File: config.mk
export PLATFORM = sky130hd
export DESIGN_NAME = led_mode_selector
export DESIGN_NICKNAME = d
export VERILOG_FILES = /design/src/rtl/led_mode_selector.sv
export SDC_FILE = /design/constraint.sdc
export NUM_CORES = 1
export LEC_CHECK = 0
export ABC_AREA = 1
export BUFFER_PORTS_ARGS = -buffer_cell sky130_fd_sc_hd__buf_4
export CAP_MARGIN = 40
export CORE_AREA = 5 5 62 64
export CTS_BUF_LIST = sky130_fd_sc_hd__clkbuf_8
export DETAILED_ROUTE_END_ITERATION = 16
export DIE_AREA = 0 0 67 69
export GPL_TIMING_DRIVEN = 0
export PLACE_DENSITY = 0.78
export SLEW_MARGIN = 20
export SYNTH_ARGS = -nofsm -noshare
export SYNTH_HDL_FRONTEND = slang
export SYNTH_SLANG_ARGS = --single-unit
export TNS_END_PERCENT = 30
File: constraint.sdc
create_clock -name i_clk -period 1.8 [get_ports i_clk]
set_clock_uncertainty 0.2 [all_clocks]
set_input_delay 0.18 -clock i_clk [delete_from_list [all_inputs] [get_ports i_clk]]
set_output_delay 0.18 -clock i_clk [all_outputs]
set_load 0.02 [all_outputs]
File: src/rtl/led_mode_selector.sv
// led_mode_selector: debounced push-button steps a 7-mode selector that picks
// how the five upstream blink toggles are shown on the LEDs (pass-through,
// one blink rate mirrored on all LEDs, or a one-hot chaser stepped by blink0).
module led_mode_selector #(
    parameter int unsigned DEBOUNCE_CLKS = 250000
) (
    input  logic       i_clk,
    input  logic       i_rst_n,
    input  logic [4:0] i_blink,
    input  logic       i_button,
    output logic [4:0] o_led,
    output logic [2:0] o_mode,
    output logic       o_press
);

    localparam int unsigned CW = $clog2(DEBOUNCE_CLKS);
    localparam logic [CW-1:0] CNT_MAX = CW'(DEBOUNCE_CLKS - 1);

    typedef enum logic [2:0] {
        MODE_0 = 3'd0,
        MODE_1 = 3'd1,
        MODE_2 = 3'd2,
        MODE_3 = 3'd3,
        MODE_4 = 3'd4,
        MODE_5 = 3'd5,
        MODE_6 = 3'd6
    } mode_t;

    logic [1:0]    sync_ff;
    logic          sync;
    logic          db;
    logic          db_q;
    logic [CW-1:0] cnt;
    logic          blink0_q;
    logic [4:0]    chaser;
    mode_t         state;
    mode_t         next_mode;
    logic          press_edge;
    logic          blink0_rise;

    assign sync        = sync_ff[1];
    assign press_edge  = db & ~db_q;
    assign blink0_rise = i_blink[0] & ~blink0_q;
    assign o_mode      = state;

    // Two-flop synchronizer for the asynchronous button.
    always_ff @(posedge i_clk or negedge i_rst_n) begin
        if (!i_rst_n) begin
            sync_ff <= '0;
        end else begin
            sync_ff <= {sync_ff[0], i_button};
        end
    end

    // Debounce: the state flips only after DEBOUNCE_CLKS consecutive differing samples.
    always_ff @(posedge i_clk or negedge i_rst_n) begin
        if (!i_rst_n) begin
            db   <= 1'b0;
            db_q <= 1'b0;
            cnt  <= '0;
        end else begin
            db_q <= db;
            if (sync == db) begin
                cnt <= '0;
            end else if (cnt == CNT_MAX) begin
                db  <= sync;
                cnt <= '0;
            end else begin
                cnt <= cnt + CW'(1);
            end
        end
    end

    // Successor of the current mode, wrapping 6 back to 0.
    always_comb begin
        next_mode = MODE_0;
        case (state)
            MODE_0:  next_mode = MODE_1;
            MODE_1:  next_mode = MODE_2;
            MODE_2:  next_mode = MODE_3;
            MODE_3:  next_mode = MODE_4;
            MODE_4:  next_mode = MODE_5;
            MODE_5:  next_mode = MODE_6;
            default: next_mode = MODE_0;
        endcase
    end

    // Mode FSM with the registered press pulse; both change on the same edge.
    always_ff @(posedge i_clk or negedge i_rst_n) begin
        if (!i_rst_n) begin
            state   <= MODE_0;
            o_press <= 1'b0;
        end else begin
            o_press <= press_edge;
            if (press_edge) begin
                state <= next_mode;
            end
        end
    end

    // Chaser: restart on entry to mode 6 (wins over a coincident blink0 rise),
    // otherwise rotate left on each blink0 rising edge while in mode 6.
    always_ff @(posedge i_clk or negedge i_rst_n) begin
        if (!i_rst_n) begin
            blink0_q <= 1'b0;
            chaser   <= 5'b00001;
        end else begin
            blink0_q <= i_blink[0];
            if (press_edge && next_mode == MODE_6) begin
                chaser <= 5'b00001;
            end else if (state == MODE_6 && blink0_rise) begin
                chaser <= {chaser[3:0], chaser[4]};
            end
        end
    end

    // Registered LED mapping from the current mode.
    always_ff @(posedge i_clk or negedge i_rst_n) begin
        if (!i_rst_n) begin
            o_led <= '0;
        end else begin
            case (state)
                MODE_0:  o_led <= i_blink;
                MODE_1:  o_led <= {5{i_blink[0]}};
                MODE_2:  o_led <= {5{i_blink[1]}};
                MODE_3:  o_led <= {5{i_blink[2]}};
                MODE_4:  o_led <= {5{i_blink[3]}};
                MODE_5:  o_led <= {5{i_blink[4]}};
                MODE_6:  o_led <= chaser;
                default: o_led <= '0;
            endcase
        end
    end

endmodule

After elaboration in Yosys (flattened, before gate mapping)
Cells that the tools add are included.
Widths: inputs -> output; s select.
{"block": "word_totals", "register_bits": 37, "output_inout_bits": 9, "wordCells": 35}
{"block": "classes", "n_addsub": 1, "n_eq_ne": 9, "mux": 6, "bitwise": 5, "reduce_logical": 5}
{"op": "$mux 18", "n": 2}
{"op": "$pmux 5 s7", "n": 1}
{"op": "$add 18x1->18 const B", "n": 1}
{"op": "$eq 18x18->1 const B", "n": 1}
{"op": "$pmux 3 s6", "n": 1}
{"op": "$eq 3x3->1 const B", "n": 4}
{"op": "$mux 5", "n": 2}
{"op": "$eq 3x2->1 const B", "n": 2}
{"op": "$eq 3x1->1 const B", "n": 1}
{"op": "$logic_not 3->1", "n": 1}
{"op": "$not 1->1", "n": 3}
{"op": "$and 1x1->1", "n": 2}
{"op": "$logic_and 1x1->1", "n": 2}
{"op": "$reduce_and 2->1", "n": 1}
{"op": "$reduce_bool 2->1", "n": 1}
{"op": "$eq 1x1->1", "n": 1}

Longest topological paths before layout
Gate-level depths: netlist (run 1).
{"block": "logic_depth", "ltp_word": 5, "mapped_depth": 9, "ltp_nobuf": 9}

Worst setup path before layout (run 1)
No wires, ideal clock.
{"block": "synth_timing", "path_kind": "reg-to-reg", "startpoint": "register cnt[0]", "endpoint": "register cnt[16]", "setup_time_ps": 126, "t_arrival_ps": 1186, "required_ps": 1474, "setup_slack_ps": 288, "path_stages_with_launch": 9, "path_buffers": 0, "period_less_slack_ps": 1512, "cell_sequence": "dfrtp_1 ha_1 nand2_1 nor2_4 nand2_1 nor2_2 nand2_1 nand2_2 a21oi_1"}
{"block": "synth_between", "elab_chain_len": 3, "word_cells_on_any_way": 4}
{"item": "start, declared", "line_no": "33", "source": "logic [CW-1:0] cnt;"}
{"item": "start signal, assigned", "line_no": "69", "source": "cnt <= cnt + CW'(1);"}
{"item": "$add 18x1->18 or $eq 18x18->1 (tied branches)", "line_no": "69, 65"}
{"item": "$mux 18 (*)", "line_no": "65", "source": "end else if (cnt == CNT_MAX) begin"}
{"item": "$mux 18 (*)", "line_no": "63", "source": "if (sync == db) begin"}
Mark *: on every way between the ends. The rest lies on a longest branch, timed or not.
A chain may end at the register's enable or synchronous reset.

Worst setup path in the final report (run 1)
{"block": "layout_timing", "startpoint": "register cnt[0]", "endpoint": "register cnt[7]"}
The elaborated chain is that of the path after synthesis.

==> impl_metrics.ini, run 1 <==
[floorplanning]
die_y_um = 69
die_area_um2 = 4620
pin_count = 17
num_rows = 21
die_w_um = 67
start_util_pct = 57.2
core_um2 = 3230

[detailed_routing]
routed.top_layer = met4
wl_met3_um = 185
ant_nets = 0
drtIter0Drc = 83
wirelength_met1_mm = 1.70
vias = 1516
avgRoutedWirePerCell_um = 12.1
first_pass_iters = 4
drt_wl_total_mm = 3.62
met2WireLength_mm = 1.66
viasPerCell = 5.05
drc_errors = 0

[clock_network]
cts_made_buffers = 5
cts_max_level = 2
cts_buffer_depth = 2
cts_root_buf = clkbuf_8
cts.sinks = 37
worstSkewPairLatency_ns = 0.29
clkTransAtPathRegs_ns = 0.07
cts_tree = built

[timing]
setup_viol = 0
period_minus_slack_ns = 1.69
rsz0062_at_grt = no
fin_crit_sh_pct = 93.6
hold_viol_final = 0
timing.final.ws_setup_ns = 0.115
slew_viol_final = 0
worst_pin_slew_ns = 0.446
relSlewSlack_pct = 70.3
clock.fmax_mhz = 593
final.setup.tns_ns = 0

[run_status]
outcome = completed

[grt]
grt_pass1_vias = 1468
grt_max_degree = 38
grt_pass1_wl_mm = 6.36
overflow = 0
grt_usage_pct = 17.8
antenna_found_initial = 0

[critical_path]
start_kind = flop
startpoint = cnt[0]
r2r-start = cnt[0]
crit_buf_inv = 0
crit_path_end_kind = flop
r2r_slack_ns = 0.11
slowest_delay_ns = 0.39
worst_ep_required_time_ns = 1.78
crit_type = flop to flop
crit_chain = ha_1 > nand2_2 > nor2_4 > nand2_1 > nor2_2 > nand2_1 > nand2_2 > nor2_1
cp_slowest_cell = dfrtp_1
worstPathArrival_ns = 1.67
critical_path.max_fanout = 6
crit_family = simple AND/OR/NAND/NOR gates

[synth]
syn-num-nets = 233
synth_cell_types = 28
netlist_instances = 224
synthFlopType = dfrtp_1
synth_seq_cells = 37
yosysSeqAreaShare_pct = 50.2
synth-edff-count = 0
synthesis.area_um2 = 1850
yosys_warnings = 0
syn_avg_cell_area_um2 = 8.25
ys_async_sr_fraction_pct = 100

[placement]
gp_congestion = 0.858
dpl_worst_slack_ns = 0.0710
placedInstanceArea_um2 = 2030
portBuffers = 16
dpl.hpwl_mm = 2.53

[power]
switching_share_pct = 20.3
p_int_mw = 1.43
power.share.sequential_pct = 47.5
p_sw_mw = 0.364
ir_drop_mv = 0.576
clkPwrFrac_pct = 47.9
pwr-share-comb_pct = 4.6
powerDensity_nw_per_um2 = 810
p_leak_nw = 1.01
power.total_mw = 1.80

[layout]
fin_util_pct = 68.6
area_delta_synth_final_pct = 20.0
antenna_cells = 0
drive_gt1_share_pct = 17.3
final_common_cell = nor2_1
nNetsFinal = 262
final_cell_mix = nor2_1 (47), nand2_1 (40), dfrtp_1 (36)
final_cell_area_um2 = 2220

[worst_hold_path]
hold_class = input port to flop
hold_start = i_blink[4]

[flow_run]
cap_violations = 0
-- synth_stat cells, drive strengths merged (2+ instances only) --
cell	instances	area share (%)
nand2	44	9.3
nand3b	5	2.0
a21oi	5	1.4
nor3	7	3.4
dfrtp	36	49
o21ai	5	1.4
nor2	52	12
xor2	4	1.9
nand3	17	5.1
inv	28	5.7
o22ai	7	2.4
xnor2	4	1.9
nand4	2	0.68
-- what timing repair did --
item	4_1_cts	5_1_grt
endpoints found under the hold margin	40	0
hold buffers	4	0
endpoints found under the setup margin	0	9
resized for setup	0	1
setup buffers	0	2
-- stage by stage --
stage	std cells	hold WS [ns]
floorplan	224	-0.316
global placement	286	-0.0341
detailed placement	286	-0.0361
CTS	298	0.000964
global route	300	0.0402
finish	300	0.00642
-- metal layers --
| metal | GRT usage (%) | vias up |
|---|---|---|
| met3 | 5.36 | 8 |
| met1 | 23.8 | 707 |
| met2 | 26.5 | 29 |
| met4 | 7.66 | 0 |
| met5 | 0 | - |
| li1 | - | 772 |
-- flip-flops by register name, indices dropped and copies added (netlist names) --
signal,cells
blink0_q,1
db_q,1
db,1
o_press,1
chaser,5
o_led,5
o_mode,3
sync_ff,2
cnt,18
-- worst reg2reg max path, stage by stage (launching register included) --
cell	delay [ns]
dfrtp_1	0.39
ha_1	0.20
nand2_2	0.11
nor2_4	0.16
nand2_1	0.08
nor2_2	0.12
nand2_1	0.10
nand2_2	0.15
nor2_1	0.07
-- cell type report --
cell class	count	area (µm²)
tap	46	57.6
inverter	28	105
fill	253	1010
clock buffer	5	68.8
multi-input combinational	158	813
buffer	1	5.00
timing repair buffer	22	175
clock inverter	3	65.1
sequential	37	927
-- power groups by stage --
stage | sequential [mW] | clock [mW] | combinational, mW
finish | 0.853 | 0.859 | 0.0831
global route | 0.854 | 0.904 | 0.0943
CTS | 0.853 | 0.869 | 0.0851
detailed placement | 0.869 | 0 | 0.0782
global placement | 0.869 | 0 | 0.0770
floorplan | 0.876 | 0 | 0.0258
-- worst paths after layout --
kind | endpoint | cells after the start
max | cnt[7] | 8
min | o_led[4] | 3
max reg2reg | cnt[7] | 8
min reg2reg | sync_ff[1] | 0
max in group asynchronous | chaser[0] | 2
min in group asynchronous | cnt[11] | 2
-- logic make-up (layout without fill, tap and decap cells) --
logic type | Yosys count | count (layout) | share of synthesized area, %
buffers and inverters | 29 | 59 | 5.96
adders and majority gates | 1 | 1 | 0.677
DFF | 37 | 37 | 50.2
and+or+nand+nor | 129 | 129 | 33.1
AOI/OAI and AO/OA | 20 | 20 | 6.30
xor gates and xnor gates | 8 | 8 | 3.79
(Power assumes the default switching activity.)
==> run 2: changes to the inputs <==
- CORE_AREA: 5 5 62 64 -> 5 5 63 65
- CTS_BUF_LIST: sky130_fd_sc_hd__clkbuf_8 -> sky130_fd_sc_hd__clkbuf_8 sky130_fd_sc_hd__clkbuf_16
- DIE_AREA: 0 0 67 69 -> 0 0 68 70
- PLACE_DENSITY: 0.78 -> 0.76
==> run 2 against run 1 <==
Effect of this change:
- via count is 0.26% higher
- highest routed layer unchanged
- largest power group is now registers
- sequential share of layout area up 0.24 points
- clock power is 28% lower
- non-clock buffer count grew 2
- critical path depth did not move
- global-route usage hardly changed
- sequential cell count unchanged
- first-iteration DRC count increased by 30%
- setup slack gained 0.038 ns
- critical endpoint is now cnt[16]
- die area rose by 3.0%
- design area is 0.56% lower
==> impl_metrics.ini, run 2 (synthesis results as in run 1) <==
[critical_path]
worstPathArrival_ns = 1.61
worst_r2r_path_depth = 8
start_kind = flop
crit_path_end_kind = flop
cp_slowest_cell = dfrtp_1
r2r_slack_ns = 0.15
crit_buf_inv = 0
crit_chain = ha_2 > nand2_2 > nor2_4 > nand2_1 > nor2_2 > nand2_2 > nand2_2 > a21oi_1
critical_path.max_fanout = 6
crit_family = simple AND/OR/NAND/NOR gates
crit_type = flop to flop
slowest_delay_ns = 0.37
crit_top_cell = nand2_2
r2r-start = cnt[1]
worst_ep_required_time_ns = 1.76
reg2reg_to = cnt[16]
startpoint = cnt[1]

[placement]
placedInstanceArea_um2 = 2030
dp.cells = 286
gp_congestion = 0.866
portBuffers = 16
dpl.hpwl_mm = 2.58

[detailed_routing]
wl_met3_um = 135
avgRoutedWirePerCell_um = 11.7
viasPerCell = 5.03
drtIter0Drc = 108
wirelength_met1_mm = 1.68
drt_wl_total_mm = 3.52
drc_errors = 0
ant_nets = 0
routed.top_layer = met4
met2WireLength_mm = 1.66
vias = 1520
first_pass_iters = 4

[run_status]
outcome = completed

[worst_hold_path]
min_delay_worst_endpoint = o_led[3]
min_path_cells = 3
hold_start = i_blink[4]
hold_class = input port to flop

[timing]
holdWs_ns = 0.0282
rsz0062_at_grt = no
fin_crit_sh_pct = 91.5
relSlewSlack_pct = 70.2
final.setup.tns_ns = 0
setup_viol = 0
period_minus_slack_ns = 1.65
clock.fmax_mhz = 607
worst_pin_slew_ns = 0.447
hold_viol_final = 0
slew_viol_final = 0

[grt]
grt_max_degree = 38
grt_pass1_wl_mm = 6.45
grt_pass1_vias = 1453
grt_usage_pct = 17.8
overflow = 0
antenna_found_initial = 0

[floorplanning]
die_y_um = 70
pin_count = 17
die_area_um2 = 4760
num_rows = 21
core_um2 = 3280
start_util_pct = 56.3
die_w_um = 68

[clock_network]
cts_made_buffers = 5
clkTransAtPathRegs_ns = 0.07
cts_tree = built
cts_max_level = 2
cts_root_buf = clkbuf_8
cts_buffer_depth = 2
cts.sinks = 37
worstSkewPairLatency_ns = 0.28

[power]
power.total_mw = 1.56
p_leak_nw = 1.00
ir_drop_mv = 0.605
powerDensity_nw_per_um2 = 708

[layout]
nNetsFinal = 264
nFillCells = 287
final_cell_area_um2 = 2200
drive_gt1_share_pct = 18.8
top_register = cnt
reg_top3 = cnt: 18 flops, chaser: 5 flops, o_led: 5 flops
final_common_cell = nor2_1
area_delta_synth_final_pct = 19.3
stdcell_count = 302
antenna_cells = 0
largest_reg_flops = 18
final_cell_mix = nor2_1 (47), nand2_1 (39), dfrtp_1 (36)

[flow_run]
cap_violations = 0
-- run 2: cell count changes in the layout (fill, tap and decap cells not counted), sizes merged --
cell | before | now
buf | 19 | 21
bufinv | 2 | 0
clkbuf | 5 | 7
-- run 2: stage by stage --
step / util [%] / setup WS (ns)
floorplan: - / 0.288
global placement: 61.7 / 0.126
detailed placement: 61.7 / 0.101
CTS: 66.0 / 0.0860
global route: 67.1 / 0.000342
finish: 67.1 / 0.153
-- run 2: cell type report --
cell class / instances / area (µm²) / area share (%)
Clock inverter: 1 / 5.00 / 0.227
Sequential cell: 37 / 927 / 42.1
Multi-Input combinational cell: 158 / 818 / 37.1
Inverter: 28 / 105 / 4.77
Tap cell: 46 / 57.6 / 2.61
Clock buffer: 7 / 96.3 / 4.37
Buffer: 1 / 5.00 / 0.227
Timing Repair Buffer: 24 / 190 / 8.63
-- run 2: where the power goes --
part,internal [mW],switching (mW)
combinational,0.0397,0.0491
sequential,0.846,0.00726
clock,0.346,0.274
total,1.23,0.331
-- run 2: tightest hold or removal path: cells and delay by family --
| family | cells | cell delay, ns |
|---|---|---|
| buf+inv | 1 | 0.08 |
| simple gates | 2 | 0.22 |
-- run 2: repair_timing --
item                       in CTS  in global routing
hold endpoints to repair       40                  0
setup endpoints to repair       0                 10
gates resized for setup         0                  3
setup buffers                   0                  4
hold buffers                    4                  0
-- run 2: layer usage --
metal | track usage [%] | up-vias
met5 | 0 | -
met4 | 6.18 | 0
met3 | 4.81 | 5
met2 | 25.6 | 28
met1 | 25.6 | 712
li1 | - | 775
-- run 2: how the worst max path moves through the flow --
stage,endpoint,cells past startpoint,slack [ns]
finish,cnt[16],8,0.15
global route,cnt[16],8,0.0003
CTS,cnt[16],8,0.09
detailed placement,cnt[16],8,0.10
global placement,cnt[16],8,0.13
floorplan,cnt[16],8,0.29
